===== src/rtl/debounce_3ch.sv =====
// Three-channel switch debouncer: each raw input is synchronized, then must hold
// a new level for CNT_MAX consecutive cycles before its debounced output follows.

module debounce_ch #(
    parameter int CNT_MAX = 4
) (
    input  logic clk,
    input  logic rst_n,
    input  logic raw,
    output logic out,
    output logic chg
);
    localparam int CW = (CNT_MAX > 2) ? $clog2(CNT_MAX) : 1;
    localparam logic [CW-1:0] LAST = CW'(CNT_MAX - 1);

    typedef enum logic [1:0] {STABLE0, WAIT1, STABLE1, WAIT0} state_t;

    state_t        state, state_nxt;
    logic [CW-1:0] cnt, cnt_nxt;
    logic [1:0]    sync_ff;
    logic          sync, out_nxt;

    assign sync    = sync_ff[1];
    assign out     = (state == STABLE1) || (state == WAIT0);
    assign out_nxt = (state_nxt == STABLE1) || (state_nxt == WAIT0);

    always_ff @(posedge clk or negedge rst_n) begin
        if (!rst_n) begin
            sync_ff <= 2'b00;
            state   <= STABLE0;
            cnt     <= '0;
            chg     <= 1'b0;
        end else begin
            sync_ff <= {sync_ff[0], raw};
            state   <= state_nxt;
            cnt     <= cnt_nxt;
            chg     <= out_nxt ^ out;
        end
    end

    // WAITx holds the candidate level; any reversal drops back to the old level.
    always_comb begin
        state_nxt = state;
        cnt_nxt   = '0;
        case (state)
            STABLE0: if (sync) begin
                state_nxt = WAIT1;
                cnt_nxt   = CW'(1);
            end
            WAIT1: if (!sync) begin
                state_nxt = STABLE0;
            end else if (cnt == LAST) begin
                state_nxt = STABLE1;
            end else begin
                cnt_nxt   = cnt + CW'(1);
            end
            STABLE1: if (!sync) begin
                state_nxt = WAIT0;
                cnt_nxt   = CW'(1);
            end
            WAIT0: if (sync) begin
                state_nxt = STABLE1;
            end else if (cnt == LAST) begin
                state_nxt = STABLE0;
            end else begin
                cnt_nxt   = cnt + CW'(1);
            end
            default: state_nxt = STABLE0;
        endcase
    end
endmodule

module debounce_3ch #(
    parameter int CNT_MAX = 4
) (
    input  logic       in_CLK,
    input  logic       in_RST_N,
    input  logic       in_A,
    input  logic       in_B,
    input  logic       in_C,
    output logic       out_A,
    output logic       out_B,
    output logic       out_C,
    output logic [2:0] out_CHG
);
    localparam int NUM_LANES = 3;

    logic [NUM_LANES-1:0] raw, deb;

    assign raw = {in_C, in_B, in_A};

    for (genvar i = 0; i < NUM_LANES; i++) begin : g_lane
        debounce_ch #(.CNT_MAX(CNT_MAX)) u_ch (
            .clk  (in_CLK),
            .rst_n(in_RST_N),
            .raw  (raw[i]),
            .out  (deb[i]),
            .chg  (out_CHG[i])
        );
    end

    assign out_A = deb[0];
    assign out_B = deb[1];
    assign out_C = deb[2];
endmodule


===== config.mk =====
export PLATFORM = sky130hd
export DESIGN_NAME = debounce_3ch
export DESIGN_NICKNAME = d
export VERILOG_FILES = /design/src/rtl/debounce_3ch.sv
export SDC_FILE = /design/constraint.sdc
export NUM_CORES = 1
export LEC_CHECK = 0
export CAP_MARGIN = 20
export CORE_MARGIN = 3
export CORE_UTILIZATION = 40
export CTS_BUF_LIST = sky130_fd_sc_hd__clkbuf_8
export DETAILED_ROUTE_END_ITERATION = 10
export PLACE_DENSITY = 0.65
export SLEW_MARGIN = 0
export SYNTH_ARGS = -nofsm -noshare
export SYNTH_HDL_FRONTEND = slang
export SYNTH_SLANG_ARGS = --single-unit

===== constraint.sdc =====
create_clock -name in_CLK -period 2.22 [get_ports in_CLK]
set_input_delay 0.666 -clock in_CLK [delete_from_list [all_inputs] [get_ports in_CLK]]
set_output_delay 0.666 -clock in_CLK [all_outputs]
set_load 0.01 [all_outputs]

Word level (Yosys, flattened, before mapping)
Cells that the tools add are included.
{"block": "totals", "out_inout_bits": 6, "in_bits": 5, "word_cells": 84, "register_bits": 21}
{"block": "classes", "n_bitwise": 3, "add_sub_neg": 3, "mux": 39, "eq_ne": 18, "n_reduce_logical": 9}
{"cell": "two-way mux 2 bit", "n": 27}
{"cell": "one-hot mux 2 bit (4 select lines)", "n": 6}
{"cell": "equality test 2 bit (second input constant)", "n": 15}
{"cell": "adder 2 x 1 -> 2 bit (second input constant)", "n": 3}
{"cell": "equality test 2 x 1 -> 1 bit (second input constant)", "n": 3}
{"cell": "logical NOT 2 bit", "n": 3}
{"cell": "logical OR 1 bit", "n": 6}
{"cell": "two-way mux 1 bit", "n": 6}
{"cell": "XOR 1 bit", "n": 3}

Longest topological paths before layout
{"block": "depth", "ltp_word": 7, "ltp_mapped": 3, "ltp_nobuf": 3}

By module
Synthesis repeated with hierarchy kept, for this count alone.
{"block": "unflattened", "hier_cells": 51, "hier_area_um2": 728.2}
{"mod": "debounce_ch", "seq_area_each_um2": 175.2, "area_per_inst_um2": 242.7, "instances": 3, "cells_each": 17}

Worst setup path after synthesis
Ideal clock, no wire load.
{"block": "synth_timing", "path_type": "register to output", "startpoint": "register g_lane[1].u_ch.state[1]", "endpoint": "output port out_B", "required_ns": 1.554, "path_buffers": 1, "path_stages_with_launch": 2, "setup_slack_ns": 1.055, "arrival_ns": 0.499, "cell_sequence": "dfrtp_1 -> clkbuf_1"}
{"block": "synth_between", "elab_chain_len": 2, "elab_cells_between_ends": 3, "classes_between": "eq/ne: 2; reduce/logical: 1"}
{"item": "start: declaration", "line": "18", "text": "state_t state, state_nxt;"}
{"item": "start signal: assignment", "line": "35", "text": "state <= state_nxt;"}
{"item": "equality test 2 bit", "line": "24", "text": "assign out = (state == STABLE1) || (state == WAIT0);"}
{"item": "logical OR 1 bit (*)", "line": "24"}
{"item": "end: declaration", "line": "82", "text": "output logic out_B,"}
Every way passes the cells marked *; elsewhere a longest branch is shown, timed or not.

Worst setup path in the final report
{"block": "layout_timing", "startpoint": "register g_lane[0].u_ch.state[1]", "endpoint": "output port out_A"}
{"block": "layout_between", "elab_chain_len": 2, "elab_cells_between_ends": 3, "classes_between": "eq/ne: 2; reduce/logical: 1"}
{"item": "start: declaration", "line": "18"}
{"item": "start signal: assignment", "line": "35"}
{"item": "equality test 2 bit", "line": "24"}
{"item": "logical OR 1 bit (*)", "line": "24"}
{"item": "end: declaration", "line": "81", "text": "output logic out_A,"}
Marks and branches as above.

==> results.tsv <==
metric	value	unit
slew_viol_final	0	
cts_root_buf	clkbuf_8	
gp_congestion	0.659	
numCtsBuffers	3	
netlist_area	757	sq um
worst-path-stages	1	
fin_tns_setup	0	ns
nets	73	
die_y	49.5	microns
crit_required	1.55	ns
hold_viol_final	0	
synth.distinct_cells	11	
max_cap_viol_count	0	
rows	15	
crit_path_end	out_A	
finClkSkew	0.00149	ns
path_class	reg2out	
ys_warn_count	0	
arrival	1.19	ns
port-buffer-count	10	
via_per_inst	4.54	
period_share	83.7	%
tightest_slew	0.328	ns
critPathTopFamily	buffers and inverters	
grt_pass1_vias	413	
wl_per_cell	10.7	microns
die-area	2450	sq um
path_max_fanout	3	
p_leak	0.424	nW
setup_ws	0.362	ns
status	finished, final reports clean	
ir_worst_vdd	0.489	mV
end_kind	primary output	
dp_worst_setup_slack	0.637	ns
clock-sinks	21	
rsz0062_at_grt	no	
grt_antenna_before_repair	0	
slowest_stage	clkdlybuf4s50_1	
worst-path-buf-inv	1	
drt_first_iter_violations	2	
powerDensity	1220	nW/um^2
avgSynthCellArea	13.8	sq um
max_freq	0.538	GHz
clk-insertion-delay-late	0.25	ns
hp-class	reg2reg	
dr.pass1.iters	4	
r2r_end	g_lane[2].u_ch.state[1]	
crit_start	g_lane[0].u_ch.state[1]	
grt_start_max_net_pins	22	
cts.repair.resized	0	
setup_viol	0	
cts_max_level	1	
crit_chain	clkdlybuf4s50_1	
yosysSeqAreaShare	69.4	%
netlist_instances	55	
area_growth	20.0	%
die_width	49.5	microns
min_period	1.86	ns
io-pin-count	11	
drc_errors	0	
reg2reg_depth	3	
cts_tree	built	
routed_wirelength	956	microns
clock_path_buffers	2	
synth_seq_cells	21	
cp-start-kind	flip-flop	
grt_overflow	0	
vias	404	
slew-limit-headroom	78.0	%
grt_pass1_wl	1680	microns
reg2reg_from	g_lane[2].u_ch.cnt[0]	
cts_setup_buffers	0	
antenna_left	0	
diodes	0	
core_area	1760	sq um
hpwl	680	microns
layout-drive-gt1-share	17.2	%
initial_utilization	42.9	%
slowest_delay	0.55	ns
r2r_setup_slack	1.11	ns
synth_nets	63	
clk_pin_slew_worst_paths	0.07	ns
grt_usage	9.93	%
cts_hold_buffers	0	
[flip-flops by register name (all words and copies together) (netlist names)]
name	count
g_lane.u_ch.state	6
g_lane.u_ch.cnt	6
g_lane.u_ch.chg	3
g_lane.u_ch.sync_ff	6
[layout by cell type, fill, tap and decap left out, drive strengths merged]
cell,synthesis,final
o21a,1,1
a21oi,5,5
clkbuf,3,3
nand2,6,6
buf,3,1
dfrtp,21,21
xnor2,3,3
nor2,7,7
clkinv,0,1
mux2,3,3
clkdlybuf4s50,0,10
ha,3,3
[through the flow]
step | power, mW | cell area (sq um) | hold WS (ns) | instances | utilization (%)
after floorplan | 0.781 | 757 | 0.331 | 55 | -
after global placement | 0.860 | 862 | 0.336 | 85 | 48.9
after detailed placement | 0.883 | 862 | 0.337 | 85 | 48.9
after CTS | 1.13 | 908 | 0.354 | 89 | 51.5
after global routing | 1.19 | 908 | 0.367 | 89 | 51.5
final | 1.11 | 908 | 0.354 | 89 | 51.5
[worst min path at each step]
stage                                    from                         to  slack [ns]  cells past startpoint
detailed placement  g_lane[0].u_ch.sync_ff[0]  g_lane[0].u_ch.sync_ff[1]        0.34                      0
finish              g_lane[1].u_ch.sync_ff[0]  g_lane[1].u_ch.sync_ff[1]        0.35                      0
floorplan           g_lane[0].u_ch.sync_ff[0]  g_lane[0].u_ch.sync_ff[1]        0.33                      0
global placement    g_lane[0].u_ch.sync_ff[0]  g_lane[0].u_ch.sync_ff[1]        0.34                      0
CTS                 g_lane[0].u_ch.sync_ff[0]  g_lane[0].u_ch.sync_ff[1]        0.35                      0
global route        g_lane[1].u_ch.sync_ff[0]  g_lane[1].u_ch.sync_ff[1]        0.37                      0
[power breakdown]
group / internal [mW] / switching [mW]
Clock: 0.125 / 0.114
Sequential: 0.496 / 0.0807
Combinational: 0.165 / 0.126
Total: 0.786 / 0.321
[routing by layer]
metal	track usage [%]	share of wire [%]	routed length, microns
met5	0	0	0
met4	9.68	2.2	21
met3	3.93	6.5	62
met2	15.0	47	449
met1	10.3	44	423
[synthesized netlist by cell type, drive strengths merged]
library cell | n | share of area (%)
buf | 3 | 3.0
mux2 | 3 | 5.9
ha | 3 | 5.0
a21oi | 5 | 3.3
nand2 | 6 | 4.0
clkbuf | 3 | 1.5
o21a | 1 | 0.99
xnor2 | 3 | 3.5
nor2 | 7 | 3.5
dfrtp | 21 | 69
[cell families after synthesis]
family | share of synthesized area [%]
xor+xnor | 3.47
fa+ha+maj | 4.96
buf+inv | 4.46
simple gates | 7.44
flops | 69.4
mux | 5.95
compound gates | 4.30
[area by class of cell]
cell class,instances,area (sq um)
Fill cell,169,856
Sequential cell,21,526
Timing Repair Buffer,11,108
Tap cell,25,31.3
Clock buffer,3,41.3
Multi-Input combinational cell,28,198
Clock inverter,1,5.00
Note: power is estimated with default switching activity, not from simulation.
